$ cat config.mk
export PLATFORM = sky130hd
export DESIGN_NAME = jk_universal_reg
export DESIGN_NICKNAME = d
export VERILOG_FILES = /design/src/rtl/jk_pkg.sv /design/src/rtl/jk_cell.sv /design/src/rtl/jk_universal_reg.sv
export SDC_FILE = /design/constraint.sdc
export NUM_CORES = 1
export LEC_CHECK = 0
export BUFFER_PORTS_ARGS = -buffer_cell sky130_fd_sc_hd__buf_2
export CORE_MARGIN = 3
export CORE_UTILIZATION = 56
export CTS_CLUSTER_SIZE = 24
export DETAILED_ROUTE_END_ITERATION = 10
export PLACE_DENSITY = 0.86
export SLEW_MARGIN = 20
export SYNTH_ARGS = -nofsm -noshare
export SYNTH_HDL_FRONTEND = slang
export SYNTH_SLANG_ARGS = --single-unit
$ cat constraint.sdc
create_clock -name clk -period 4.56 [get_ports clk]
set_input_delay 0.228 -clock clk [delete_from_list [all_inputs] [get_ports clk]]
set_output_delay 0.228 -clock clk [all_outputs]
set_load 0.03 [all_outputs]
$ cat src/rtl/jk_pkg.sv
// Shared types and constants for the JK universal register: operation modes
// and the direction encodings used by count and shift.
package jk_pkg;

  typedef enum logic [2:0] {
    MODE_JK    = 3'd0,
    MODE_LOAD  = 3'd1,
    MODE_COUNT = 3'd2,
    MODE_SHIFT = 3'd3,
    MODE_CLEAR = 3'd4,
    MODE_SET   = 3'd5,
    MODE_RSV6  = 3'd6,
    MODE_RSV7  = 3'd7
  } jk_mode_e;

  localparam logic DIR_UP    = 1'b0;
  localparam logic DIR_LEFT  = 1'b0;
  localparam logic DIR_DOWN  = 1'b1;
  localparam logic DIR_RIGHT = 1'b1;

endpackage

$ cat src/rtl/jk_cell.sv
// Single-bit JK flip-flop with clock enable and a synchronous, active-low
// reset to a per-cell value.
module jk_cell (
  input  logic clk,
  input  logic rst_n,
  input  logic en,
  input  logic j,
  input  logic k,
  input  logic rst_val,
  output logic q
);

  // NOTE: sequential state uses non-blocking assignments so every flop
  // samples pre-edge values, regardless of process evaluation order.
  always_ff @(posedge clk) begin
    if (!rst_n) begin
      q <= rst_val;
    end else if (en) begin
      unique case ({j, k})
        2'b01:   q <= 1'b0;
        2'b10:   q <= 1'b1;
        2'b11:   q <= ~q;
        default: q <= q;
      endcase
    end
  end

endmodule

$ cat src/rtl/jk_universal_reg.sv
// WIDTH-bit universal register built from JK cells: raw JK, load, up/down
// count, bidirectional shift, clear and set, plus terminal count and overflow.
module jk_universal_reg
  import jk_pkg::*;
#(
  parameter int               WIDTH     = 8,
  parameter logic [WIDTH-1:0] RESET_VAL = '0
) (
  input  logic             clk,
  input  logic             rst_n,
  input  logic             en,
  input  jk_mode_e         mode,
  input  logic             dir,
  input  logic [WIDTH-1:0] j,
  input  logic [WIDTH-1:0] k,
  input  logic [WIDTH-1:0] d,
  input  logic             ser_in,
  output logic [WIDTH-1:0] q,
  output logic             tc,
  output logic             ovf
);

  logic [WIDTH-1:0] je, ke;
  logic [WIDTH-1:0] up_chain, dn_chain, t;
  logic [WIDTH-1:0] shift_src;

  // Ripple prefix ANDs: bit i toggles once all lower bits are 1 (up) or 0 (down).
  always_comb begin
    up_chain[0] = 1'b1;
    dn_chain[0] = 1'b1;
    for (int i = 1; i < WIDTH; i++) begin
      up_chain[i] = up_chain[i-1] & q[i-1];
      dn_chain[i] = dn_chain[i-1] & ~q[i-1];
    end
    t = (dir == DIR_DOWN) ? dn_chain : up_chain;
  end

  assign shift_src = (dir == DIR_RIGHT) ? {ser_in, q[WIDTH-1:1]}
                                        : {q[WIDTH-2:0], ser_in};

  // NOTE: je/ke get defaults before the case so no path leaves them
  // unassigned, which would otherwise infer latches.
  always_comb begin
    je = '0;
    ke = '0;
    unique case (mode)
      MODE_JK:    begin je = j;         ke = k;          end
      MODE_LOAD:  begin je = d;         ke = ~d;         end
      MODE_COUNT: begin je = t;         ke = t;          end
      MODE_SHIFT: begin je = shift_src; ke = ~shift_src; end
      MODE_CLEAR: begin je = '0;        ke = '1;         end
      MODE_SET:   begin je = '1;        ke = '0;         end
      default:    begin je = '0;        ke = '0;         end
    endcase
  end

  for (genvar i = 0; i < WIDTH; i++) begin : g_cell
    jk_cell u_cell (
      .clk     (clk),
      .rst_n   (rst_n),
      .en      (en),
      .j       (je[i]),
      .k       (ke[i]),
      .rst_val (RESET_VAL[i]),
      .q       (q[i])
    );
  end

  assign tc = en && (mode == MODE_COUNT) &&
              (((dir == DIR_UP) && (q == '1)) || ((dir == DIR_DOWN) && (q == '0)));

  // Clear wins over set; the wrap edge is exactly the edge where tc is high.
  always_ff @(posedge clk) begin
    if (!rst_n) begin
      ovf <= 1'b0;
    end else if (en) begin
      if (mode == MODE_CLEAR) begin
        ovf <= 1'b0;
      end else if (tc) begin
        ovf <= 1'b1;
      end
    end
  end

endmodule
# Word-level counts from Yosys, hierarchy flattened
# Index checks and enable logic that the tools add are counted.
# Widths: inputs -> output; s select.
# classes
n_bitwise,23
magnitude_cmp,0
n_reduce_logical,25
n_addsub,0
n_div,0
n_mux,14
shifts,0
multipliers,0
eq_ne,30
# ops
operator,count
$pmux 8 s5,2
$eq 2x2->1 const B,16
$pmux 1 s3,8
$reduce_bool 3->1,8
$reduce_and 2->1,9
$eq 2x1->1 const B,8
$mux 8,2
$not 8->8,2
$and 1x1->1,12
$not 1->1,9
$eq 8x8->1 const B,1
$logic_not 8->1,1
$eq 3x2->1 const B,2
$eq 3x3->1 const B,2
$logic_and 1x1->1,4
$eq 3x1->1 const B,1
$logic_not 3->1,1
$mux 1,2
$reduce_bool 2->1,1
$logic_or 1x1->1,1
# word_totals
latch_bits,0
out_inout_bits,10
in_bits,32
mem_bits_ro,0
ff_bits,9
ramBits,0
n_memories,0
wordCells,101

# Logic depth before layout (Yosys ltp)
# depth
ltp_word,12
ltp_mapped,7
mapped_depth_nobuf,5

# Modules after synthesis
# Synthesis repeated with hierarchy kept, for this count alone.
# unflattened
cells_unflattened,204
hier_area_um2,1562.7
# modules_own_cells
module,area_each_um2,cells_each,instances,seq_area_each_um2
jk_universal_reg,812.0,116,1,20.0
jk_cell,93.8,11,8,30.0

# Worst setup path before layout
# OpenSTA, ideal clock, no wires.
# synth_path
kind,register -> register
start,reg g_cell[1].u_cell.q
end,reg ovf
synth_period_minus_slack_ns,1.664
path_buffers,1
path_slack_ns,2.896
setup_time_ns,0.088
required_ns,4.472
t_arrival_ns,1.576
stages_incl_launch_ff,7
path_cell_list,dfxtp_1 -> and4b_1 -> buf_6 -> nand4_1 -> a21oi_2 -> nor2_1 -> a311oi_2
# synth_between
elab_chain_cells,6
word_cells_on_any_way,8
cone_classes,eq/ne (1); reduce/logical (7)
# synth_lines
element,line,text
from (decl),jk_cell.sv:10,output logic q
from (signal assigned),jk_cell.sv:17,q <= rst_val;
from (signal assigned),jk_cell.sv:22,2'b11: q <= ~q;
from (signal assigned),jk_cell.sv:23,default: q <= q;
$eq 8x8->1 / $logic_not 8->1 (equally long branches),jk_universal_reg.sv:70,(((dir == DIR_UP) && (q == '1)) || ((dir == DIR_DOWN) && (q == '0)));
$logic_and 1x1->1,jk_universal_reg.sv:70,
$logic_or 1x1->1 (*),jk_universal_reg.sv:70,
$logic_and 1x1->1 (*),jk_universal_reg.sv:69,assign tc = en && (mode == MODE_COUNT) &&
via tc,jk_universal_reg.sv:19,"output logic tc,"
$reduce_bool 2->1 (no source line) (*),--,
$reduce_and 2->1 (no source line) (*),--,
to (signal assigned),jk_universal_reg.sv:75,ovf <= 1'b0;
to (signal assigned),jk_universal_reg.sv:78,ovf <= 1'b0;
to (signal assigned),jk_universal_reg.sv:80,ovf <= 1'b1;
to (decl),jk_universal_reg.sv:20,output logic ovf
# The timed path passes the listed nets; every way through them passes the cells marked *.
# A chain may end at the register's enable or synchronous reset.

# Worst setup path in the final report
# layout_path
start,reg g_cell[0].u_cell.q
end,out tc
# layout_between
elab_chain_cells,4
word_cells_on_any_way,6
cone_classes,eq/ne (1); reduce/logical (5)
# layout_lines
element,line
from (decl),jk_cell.sv:10
from (signal assigned),jk_cell.sv:17
from (signal assigned),jk_cell.sv:22
from (signal assigned),jk_cell.sv:23
$eq 8x8->1 / $logic_not 8->1 (equally long branches),jk_universal_reg.sv:70
$logic_and 1x1->1,jk_universal_reg.sv:70
$logic_or 1x1->1 (*),jk_universal_reg.sv:70
$logic_and 1x1->1 (*),jk_universal_reg.sv:69
to (decl),jk_universal_reg.sv:19
# Mark *: on every way between the ends. The rest lies on a longest branch, timed or not.

==> out/summary.txt <==
Status = finished clean
Avg Cell Area, Syn = 7.213 µm²
Fraction of layout cells with a size suffix above 1 = 0.2718
Min Tclk post-route = 1.978 ns
Maximum VDD drop = 0.0001309 V
Top cell type's share of synthesized area = 0.1336
Worst EP arrival = 1.75 ns
Slew of the pin with the lowest slew margin = 0.7643 ns
CTS tree = done
Post-synth top cells = nor2_1 (20), nand2_1 (19), o21ai_0 (16)
Crit Reg-Reg Endpoint = g_cell[4].u_cell.q$_SDFFE_PN0P_
Die span in y = 55.08 µm
Mapped Nets = 219
CTS resizes = 0
Non-Filler Instances = 234
Pin count of the biggest net entering global routing = 34
Crit-path slowest cell = dfxtp_1
Crit start category = flop
Clock root buffer master = clkbuf_4
Slew headroom = 0.4886
R2r setup slk = 2.80 ns
Most common cell in the netlist = nor2_1
Diode count = 0
Ranking of synthesized cells by area = dfxtp_1 (13%), o21ai_0 (5.9%), nor2_1 (5.6%), nand2_1 (5.3%), buf_4 (5.0%)
PD cells = 213.2 mW/mm²
Post-CTS setup buffers = 0
Post-synth EDFFs = 0
Setup Skew = 0.003798 ns
Dpl cells = 230
Longest Clk Path Bufs = 2
Vias = 1492
Post-DP HPWL = 2590 µm
Core ar. = 0.002255 mm²
Critical path fanouts, max = 11
Cell count after synthesis = 187
Die width = 55.08 µm
DP Worst Slack = 2.717 ns
FP Rows = 17
Synth Cell Area = 0.001349 mm²
Cts hold-fix bufs = 0
Worst hold-check path type = in2reg
Final RePlAce weighted congestion = 0.9508
Setup-failing EPs final = 0
DR pass1 iterations = 5
Initial antenna violation count = 0
Crit end category = primary output
TritonCTS buffer count = 3
First-pass GRT wire length = 5892 µm
Critical path cell sequence = and4b_1 > nand4_1 > a21oi_2 > buf_2
Total Power = 299.4 µW
P&R area growth vs syn = 4.082%
Bufs and invs on worst path = 1
Top FF cell, synth = dfxtp_1
Yosys cell types = 58
WHS Endpoint = g_cell[2].u_cell.q$_SDFFE_PN0P_
Final worst slack = 2.582 ns
Remaining DRCs = 0
Number of max-cap violations = 0
Wirelength per Cell = 15.47 µm
Hold path start = rst_n
Leading area contributor after synthesis = dfxtp_1
R2R Path Start = g_cell[0].u_cell.q$_SDFFE_PN0P_
Fin crit share = 0.4338
Via-to-Cell Ratio = 6.376
Cells on worst reg2reg path = 5
Remaining global-route overflow = 0
Critical path class = reg2out
Net count, final = 239
Clock sinks = 9
I/O Pins = 42
Slew Limit Fails = 0
Top Family by Delay on Critical Path = flip-flops
Total routed wirelength = 3619 µm
Seq/Total Area, Yosys = 0.1336
Lkg Pwr = 0.5905 nW
Flops & latches, synth = 9
CP peak stage delay = 0.57 ns
Antenna viol nets, final = 0
Starting Density = 0.5982
DR iter-0 viols = 104
Fmax = 0.5055 GHz
Port Buffers = 41
Clock Latency Late Sink = 0.27 ns
CP required = 4.33 ns
Die area = 0.003033 mm²
Hold Path Depth = 2
Hold Fails Final Rpt = 0
Clk slew on worst S/H paths = 0.07 ns
Async SR Flop Fraction = 0
GRT Util Overall = 0.2681
Number of global-route vias before repair = 1247
RSZ-0062 raised after global routing = false
YS warnings = 0
H-tree lvl count = 1
Total negative slack = 0 ns
==> registers in the layout, indices dropped and copies added (netlist names) <==
register and count:
g_cell.u_cell.q 8, ovf 1
==> per-stage QoR <==
step / hold WS [ns] / cell area (µm²) / util
floorplan: 0.4727 / 1349 / -
global placement: 0.5363 / 1378 / 0.6110
detailed placement: 0.5349 / 1378 / 0.6110
CTS: 0.3131 / 1404 / 0.6226
global route: 0.3246 / 1404 / 0.6226
finish: 0.3109 / 1404 / 0.6226
==> placed cells by master, fill, tap and decap left out, types with 2 or more instances in the layout <==
cell,netlist,final
nand4_1,4,4
o21ai_0,16,16
o211ai_1,2,2
clkbuf_4,0,3
mux2i_1,5,5
o31ai_2,2,2
a31oi_1,4,4
o311ai_0,2,2
a2bb2oi_1,2,2
nor3_1,8,8
nor2b_1,2,2
buf_2,7,41
nor2_1,20,20
o32ai_1,2,2
nand2_1,19,19
o22ai_1,4,4
dfxtp_1,9,9
nand3_1,9,9
a21oi_1,7,7
mux2_2,2,2
inv_1,7,7
nor3b_1,3,3
==> logic make-up (layout without fill, tap and decap cells) <==
logic type / after synthesis / after routing / synth area share
xor+xnor: 2 / 2 / 0.01299
compound gates: 60 / 60 / 0.3219
simple gates: 76 / 76 / 0.3015
buf+inv: 33 / 52 / 0.1762
mux: 7 / 7 / 0.05380
flops: 9 / 9 / 0.1336
==> worst max path at each step <==
stage / start / end / slack (ns) / depth (start not counted)
2_1_floorplan: g_cell[1].u_cell.q$_SDFFE_PN0P_ / ovf$_SDFFE_PN0P_ / 2.90 / 6
3_3_place_gp: mode[0] / g_cell[4].u_cell.q$_SDFFE_PN0P_ / 2.79 / 6
3_5_place_dp: mode[0] / g_cell[4].u_cell.q$_SDFFE_PN0P_ / 2.72 / 6
4_1_cts: g_cell[0].u_cell.q$_SDFFE_PN0P_ / tc / 2.60 / 4
5_1_grt: g_cell[0].u_cell.q$_SDFFE_PN0P_ / tc / 2.48 / 4
6_report: g_cell[0].u_cell.q$_SDFFE_PN0P_ / tc / 2.58 / 4
==> layer usage <==
layer  global-route usage  vias up  routed length, µm
met5                    0        -                  0
met4              0.08502        0                 49
met3              0.04290        6                462
met2               0.3917      104               1563
met1               0.3955      658               1543
li1                     -      724                  -
==> power by group <==
group | internal (mW) | switching (mW)
combinational | 0.0504 | 0.0777
clock | 0.0339 | 0.0334
sequential | 0.0861 | 0.0179
==> final cells by class <==
| cell class | instances | area [µm²] |
|---|---|---|
| fill | 236 | 850.8 |
| tap | 28 | 35.03 |
| inverter | 7 | 26.28 |
| multi-input combinational | 145 | 930.9 |
| sequential | 9 | 180.2 |
| timing repair buffer | 41 | 205.2 |
| clock buffer | 4 | 26.28 |
Note: power is estimated with default switching activity, not from simulation.
